`src/rtl/bus_share_arbiter.sv`:
```
// bus_share_arbiter
//
// Round-robin owner selection for a four-way shared tri-state bus. Each
// requester i drives the bus through an output register whose output
// disable is cs[i] (1 = high-Z). A grant holds the bus for at most MaxHold
// Tick-qualified beats. Every grant is followed by one TURN beat with all
// drivers disabled, so two registers never fight over the bus.
//
// Parameters
//   MaxHold : maximum Tick-qualified beats per grant, legal range 1..16
//
// Ports
//   Clock   : system clock, rising edge
//   Reset   : asynchronous, active-high; returns everything to IDLE
//   Tick    : clock enable; state, pointer and counter move only when 1
//   req     : level request per requester
//   abort   : ends the current grant on the next Tick edge (DRIVE only)
//   cs      : per-register output disable, 1 = high-Z
//   gnt     : one-hot grant, always the complement of cs
//   owner   : index of the current or just-released grantee, 0 in IDLE
//   busy    : 1 while in DRIVE or TURN
//
// All outputs come straight from flops, so nothing combinational from req,
// abort or Tick reaches cs or gnt.

`timescale 1ns/1ps

module bus_share_arbiter #(
    parameter int MaxHold = 4
) (
    input  logic       Clock,
    input  logic       Reset,
    input  logic       Tick,
    input  logic [3:0] req,
    input  logic       abort,
    output logic [3:0] cs,
    output logic [3:0] gnt,
    output logic [1:0] owner,
    output logic       busy
);

    typedef enum logic [1:0] {
        IDLE  = 2'd0,
        DRIVE = 2'd1,
        TURN  = 2'd2
    } state_t;

    // Beat count at which a grant must end; the counter starts at 0 on entry.
    localparam logic [3:0] LastBeat = 4'(MaxHold - 1);

    state_t     state;
    state_t     state_nxt;
    logic [1:0] ptr;
    logic [1:0] ptr_nxt;
    logic [3:0] cnt;
    logic [3:0] cnt_nxt;
    logic [1:0] owner_nxt;
    logic [3:0] cs_nxt;
    logic [3:0] gnt_nxt;
    logic       busy_nxt;
    logic [1:0] winner;
    logic [3:0] winner_oh;
    logic       drive_done;

    // First set request bit scanning p, p+1, ... modulo 4. Only consulted
    // when at least one bit is set, so the fall-through value is irrelevant.
    function automatic logic [1:0] pick_winner(input logic [3:0] r,
                                               input logic [1:0] p);
        logic [1:0] w;
        logic [1:0] idx;
        logic       found;
        w     = p;
        found = 1'b0;
        for (int k = 0; k < 4; k++) begin
            idx = p + 2'(k);
            if (!found && r[idx]) begin
                w     = idx;
                found = 1'b1;
            end
        end
        return w;
    endfunction

    function automatic logic [3:0] one_hot(input logic [1:0] i);
        return 4'b0001 << i;
    endfunction

    assign winner     = pick_winner(req, ptr);
    assign winner_oh  = one_hot(winner);
    assign drive_done = !req[owner] || (cnt == LastBeat) || abort;

    // Next-state and next-output logic. Without Tick everything holds.
    always_comb begin
        state_nxt = state;
        ptr_nxt   = ptr;
        cnt_nxt   = cnt;
        owner_nxt = owner;
        cs_nxt    = cs;
        gnt_nxt   = gnt;
        busy_nxt  = busy;

        if (Tick) begin
            case (state)
                IDLE: begin
                    if (|req) begin
                        state_nxt = DRIVE;
                        owner_nxt = winner;
                        gnt_nxt   = winner_oh;
                        cs_nxt    = ~winner_oh;
                        cnt_nxt   = 4'd0;
                        busy_nxt  = 1'b1;
                    end
                end

                DRIVE: begin
                    if (drive_done) begin
                        // Release the bus; the pointer moves past the
                        // released owner so it only wins again when alone.
                        state_nxt = TURN;
                        cs_nxt    = 4'b1111;
                        gnt_nxt   = 4'b0000;
                        ptr_nxt   = owner + 2'd1;
                        cnt_nxt   = 4'd0;
                    end else begin
                        cnt_nxt = cnt + 4'd1;
                    end
                end

                TURN: begin
                    // ptr was updated on entry to TURN, so winner already
                    // reflects the rotated priority.
                    if (|req) begin
                        state_nxt = DRIVE;
                        owner_nxt = winner;
                        gnt_nxt   = winner_oh;
                        cs_nxt    = ~winner_oh;
                        cnt_nxt   = 4'd0;
                        busy_nxt  = 1'b1;
                    end else begin
                        state_nxt = IDLE;
                        owner_nxt = 2'd0;
                        busy_nxt  = 1'b0;
                    end
                end

                default: begin
                    state_nxt = IDLE;
                    ptr_nxt   = 2'd0;
                    cnt_nxt   = 4'd0;
                    owner_nxt = 2'd0;
                    cs_nxt    = 4'b1111;
                    gnt_nxt   = 4'b0000;
                    busy_nxt  = 1'b0;
                end
            endcase
        end
    end

    always_ff @(posedge Clock or posedge Reset) begin
        if (Reset) begin
            state <= IDLE;
            ptr   <= 2'd0;
            cnt   <= 4'd0;
            owner <= 2'd0;
            cs    <= 4'b1111;
            gnt   <= 4'b0000;
            busy  <= 1'b0;
        end else begin
            state <= state_nxt;
            ptr   <= ptr_nxt;
            cnt   <= cnt_nxt;
            owner <= owner_nxt;
            cs    <= cs_nxt;
            gnt   <= gnt_nxt;
            busy  <= busy_nxt;
        end
    end

endmodule
```
`config.mk`:
```
export PLATFORM = sky130hd
export DESIGN_NAME = bus_share_arbiter
export DESIGN_NICKNAME = d
export VERILOG_FILES = /design/src/rtl/bus_share_arbiter.sv
export SDC_FILE = /design/constraint.sdc
export NUM_CORES = 1
export LEC_CHECK = 0
export ABC_CLOCK_PERIOD_IN_PS = 4390
export CORE_MARGIN = 2
export CORE_UTILIZATION = 40
export CTS_CLUSTER_DIAMETER = 120
export DETAILED_ROUTE_END_ITERATION = 10
export DONT_BUFFER_PORTS = 1
export GPL_TIMING_DRIVEN = 1
export SETUP_SLACK_MARGIN = 0.15
export SLEW_MARGIN = 20
export SYNTH_ARGS = -nofsm -noshare
export SYNTH_HDL_FRONTEND = slang
export SYNTH_SLANG_ARGS = --single-unit
```
`constraint.sdc`:
```
create_clock -name Clock -period 4.39 [get_ports Clock]
set_input_delay 0.6585 -clock Clock [delete_from_list [all_inputs] [get_ports Clock]]
set_output_delay 0.6585 -clock Clock [all_outputs]
set_load 0.03 [all_outputs]
```
==> results of run 1 <==
## registers in the layout, indices dropped and copies added (netlist names)
signal  cells
ptr         2
cs          4
state       2
gnt         4
cnt         4
owner       2
busy        1
## critical path, stage by stage (launching register included)
cell and delay, ns:
dfrtp_1 0.63, mux4_2 0.59, o2111ai_4 0.14, and3_4 0.24
mux2_4 0.29
## worst paths after layout
check / start / to / slack [ns] / cells past startpoint
setup / recovery: owner[0] / ptr[0] / 2.39 / 4
hold / removal: Reset / ptr[1] / 0.34 / 1
setup reg to reg: owner[0] / ptr[0] / 2.39 / 4
hold reg to reg: cnt[2] / cnt[2] / 0.52 / 1
max in group asynchronous: Reset / state[0] / 3.61 / 1
min in group Clock: cnt[2] / cnt[2] / 0.52 / 1
## metrics by stage
step                power, µW  instance area, µm²
finish                    628                1060
global route              668                1060
global placement          544                1030
floorplan                 504                 995
CTS                       633                1060
detailed placement        545                1030
## routing by layer
metal,wire length (µm),vias up
met2,892,12
li1,-,336
met4,28,0
met1,856,324
met5,0,-
met3,79,4
## power by group through the flow
| stage | combinational (µW) | clock [µW] | sequential [µW] |
|---|---|---|---|
| 4_1_cts | 168 | 91.4 | 374 |
| 3_3_place_gp | 168 | 0 | 376 |
| 5_1_grt | 184 | 102 | 383 |
| 2_1_floorplan | 142 | 0 | 362 |
| 6_report | 166 | 89.5 | 373 |
| 3_5_place_dp | 167 | 0 | 378 |
## logic make-up (layout without fill, tap and decap cells)
kind of cell / Yosys count / in the layout / synth area share
mux: 3 / 3 / 0.0490
fa+ha+maj: 1 / 1 / 0.0126
simple gates: 30 / 30 / 0.181
xor+xnor: 1 / 1 / 0.00881
flops: 19 / 19 / 0.483
buf+inv: 5 / 9 / 0.0189
compound gates: 29 / 29 / 0.247
## cells in the final DEF, fill, tap and decap left out, types with 2 or more instances in the layout
cell type	instances
dfrtp_1	15
nand2_1	8
inv_1	5
dfstp_2	4
nand2b_1	3
nor2b_1	3
a21oi_1	3
nor2_1	3
o22a_1	3
a21o_1	3
clkbuf_4	3
o21a_1	2
or2_2	2
o21bai_1	2
o31ai_1	2
o2bb2ai_1	2
o22ai_1	2
a22o_1	2
nor3_1	2
a2bb2oi_1	2
nand3_1	2
o21ai_0	2
## area by class of cell
type	instances	area (µm²)
clock buffer	3	22.5
tap	30	37.5
sequential	19	480
fill	223	1350
multi-input combinational	64	495
inverter	5	18.8
clock inverter	1	5.00
==> reports/metrics.cfg, run 1 <==
[timing]
max_clock_freq_mhz=501
clock_skew_ns=0.00402
setup_viol=0
finalHoldViolations=0
relSlewSlack=0.539
finalCriticalPeriod_ns=2.00
period_share=0.455
slew_violations=0
worstMarginPinSlew_ns=0.690
holdWs_ns=0.344
fin_tns_setup_ns=0
rsz0062_at_grt=false
fin_ws_ns=2.39

[synth]
ys.flop_type=dfrtp_1
async_flop_share=1.00
ys_seq_elements=19
ys_types=37
synth_most_common_cell=dfrtp_1
yosys_warnings=0
synth_fp_nets=97
yosys-top-cells-area=dfrtp_1, dfstp_2, nand2_1
yosys.area.top_type=dfrtp_1
synth.top_cell.area_share=0.377
syn-cell-area_um2=995
synth_seq_area_share=0.483
synthTopCellsByCount=dfrtp_1, nand2_1, inv_1
syn_avg_cell_area_um2=11.3
netlist_instances=88
synth-edff-count=0

[worst_setup_path]
critPathArrivalTime_ns=2.19
cp-end-kind=flip-flop
start_kind=flip-flop
worstPathMaxFanout=9
critPathKind=reg -> reg
crit_required_ns=4.58

[placement]
place_inst=118
gp_congestion=0.824
hpwl_um=1410
port_buffers=0
place_ws_ns=2.40

[global_route]
antenna_found_initial=0
grt_first_pass_wirelength_um=3180
grt_max_degree=20
busiest_layer=met2
met1_usage=0.195
use_met3=0.0444
track_usage=0.152
overflow=0
use_met2=0.238
grt_pass1_vias=710

[clock_tree]
cts-resized-gates=0
clock_path_buffers=2
cts_setup_buffers=0
cts-root-buf=clkbuf_4
cts_sinks=19
clk_pin_slew_ns=0.11
numCtsBuffers=3
postCtsHoldBufs=0
clk_latency_ns=0.29
h-tree-depth=1
cts_tree=built

[pwr]
ir_drop_mv=0.316
p_switching_uw=269
power_frac_seq=0.594
p_per_area_nw_per_um2=593
power_frac_comb=0.264
clkPwrFrac=0.142
switching_share=0.429
p_leak_uw=0.000462
p_int_uw=359

[detailed_routing]
wl_per_cell_um=15.2
vias=676
wirelength_um=1860
drc=0
first_iter_violations=10
ant_nets=0
dr.pass1.iters=4
vias_per_cell=5.54

[floorplanning]
die_h_um=53.9
fp.coreArea_um2=2410
pin_count=19
start_util=0.413
fp.dieArea_um2=2900
die_x_um=53.9
rows=18

[final_layout]
antennaDiodeCount=0
layout.cells.non_filler=122
syn_to_final_growth_pct=6.54
drive_above_1_share=0.228
utilization=0.440
fin_nets=102

[job]
drv_cap=0

[min_path]
hp-class=in -> async

[outcome]
status=finished, final reports clean

(Power assumes the default switching activity.)
==> inputs of run 2 (changes only) <==
--- a/config.mk
+++ b/config.mk
@@ -5,7 +5,7 @@
 export SDC_FILE = /design/constraint.sdc
 export NUM_CORES = 1
 export LEC_CHECK = 0
-export ABC_CLOCK_PERIOD_IN_PS = 4390
+export ABC_CLOCK_PERIOD_IN_PS = 1900
 export CORE_MARGIN = 2
 export CORE_UTILIZATION = 40
 export CTS_CLUSTER_DIAMETER = 120
==> constraint.sdc (replaced) <==
create_clock -name Clock -period 1.9 [get_ports Clock]
set_input_delay 0.285 -clock Clock [delete_from_list [all_inputs] [get_ports Clock]]
set_output_delay 0.285 -clock Clock [all_outputs]
set_load 0.03 [all_outputs]
==> reports/metrics.cfg, run 2 (same netlist as run 1, synthesis figures left out) <==
[pwr]
p_per_area_nw_per_um2=1360
p_leak_uw=0.000491
ir_drop_mv=0.886

[final_layout]
fillerInstances=216
final_cell_mix=dfrtp_1, nand2_1, buf_4
drive_above_1_share=0.293
final_common_cell=dfrtp_1
antennaDiodeCount=0
utilization=0.465
syn_to_final_growth_pct=12.7
multiInputGateArea_um2=498
largestRegisters=cnt: 4 flops, cs: 4 flops, gnt: 4 flops
fin_area_um2=1120
regArea_um2=482
fin_nets=109

[worst_setup_path]
crit_buf_inv=0
crit_cells=4
crit_slowest_cell=mux4_2
cp-end-kind=flip-flop
worstPathCellList=mux4_2 > o2111ai_4 > and3_4 > mux2_4
crit_required_ns=2.10
critPathMaxStageDelay_ns=0.54
reg2regPathDepth=4
start_kind=flip-flop
critPathArrivalTime_ns=1.88
worstPathMaxFanout=6
critPathKind=reg -> reg
crit_family=multiplexers

[clock_tree]
cts_tree=built
clk_latency_ns=0.30
clk_pin_slew_ns=0.12
numCtsBuffers=3
cts-root-buf=clkbuf_4
h-tree-depth=1
clock_path_buffers=2
cts_sinks=19

[placement]
place_area_um2=1060
hpwl_um=1530
gp_congestion=0.881
port_buffers=0
place_ws_ns=0.168

[global_route]
overflow=0
grt_max_degree=20
track_usage=0.164
antenna_found_initial=0
grt_first_pass_wirelength_um=3280
grt_pass1_vias=669

[timing]
finalHoldViolations=0
rsz0062_at_grt=false
fin_tns_setup_ns=0
max_clock_freq_mhz=595
relSlewSlack=0.529
finalCriticalPeriod_ns=1.68
fin_ws_ns=0.220
period_share=0.884
worstMarginPinSlew_ns=0.706
clock_skew_ns=0.00215
slew_violations=0
setup_viol=0

[min_path]
min_path_cells=2
hp-class=in -> reg

[floorplanning]
die_x_um=53.9
fp.dieArea_um2=2900
fp.coreArea_um2=2410
die_h_um=53.9
pin_count=19
start_util=0.413
rows=18

[detailed_routing]
wirelength_um=2050
drc=0
ant_nets=0
dr.pass1.iters=4
vias=714
wl_per_cell_um=15.9
vias_per_cell=5.53
first_iter_violations=13

[outcome]
status=finished, final reports clean

[job]
drv_cap=0

-- run 2: changes by cell type in the layout (fill, tap and decap cells not counted) --
| cell | delta |
|---|---|
| buf_4 | +6 |
| dfrtp_1 | -1 |
| dlygate4sd3_1 | +1 |
| nor2b_2 | +1 |
| clkinvlp_4 | +1 |
| nor2b_1 | -1 |
| dfrtp_2 | +1 |
| clkinv_2 | -1 |
-- run 2: cell type report --
type                    count  area share
clock inverters             1     0.00670
clock buffers               3      0.0201
inverters                   5      0.0167
well taps                  30      0.0335
flip-flops and latches     19       0.430
multi-input cells          64       0.444
repair buffers              7      0.0491
-- run 2: final timing paths --
path                                  to      from  slack, ns
max in group asynchronous       owner[0]     Reset       0.89
worst max-delay path              ptr[0]  owner[0]       0.22
worst min register to register    cnt[1]    cnt[1]       0.53
worst min-delay path              ptr[1]      Tick       0.19
min in group asynchronous         cnt[0]     Reset       0.52
worst max register to register    ptr[0]  owner[0]       0.22
-- run 2: power by group --
group / switching (µW) / internal, µW
Clock: 135 / 80.3
Combinational: 260 / 249
Sequential: 252 / 554
Total: 647 / 883
-- run 2: stage by stage --
stage,std cells,power (µW),hold WS [ns]
2_1_floorplan,88,1170,0.233
3_3_place_gp,121,1290,0.325
3_5_place_dp,121,1310,0.333
4_1_cts,126,1520,0.181
5_1_grt,129,1630,0.197
6_report,129,1530,0.187
-- run 2: metal layers --
metal	track usage	up-vias	share of wire
met4	0.0385	0	0.0049
met5	0	-	0
met2	0.266	17	0.50
met3	0.0556	2	0.049
met1	0.211	348	0.44
li1	-	347	-
-- run 2: what timing repair did --
item	CTS	global route
endpoints found under the hold margin	15	0
buffers inserted	0	3
gates resized for setup	0	1
endpoints found under the setup margin	0	2
hold buffers	1	0
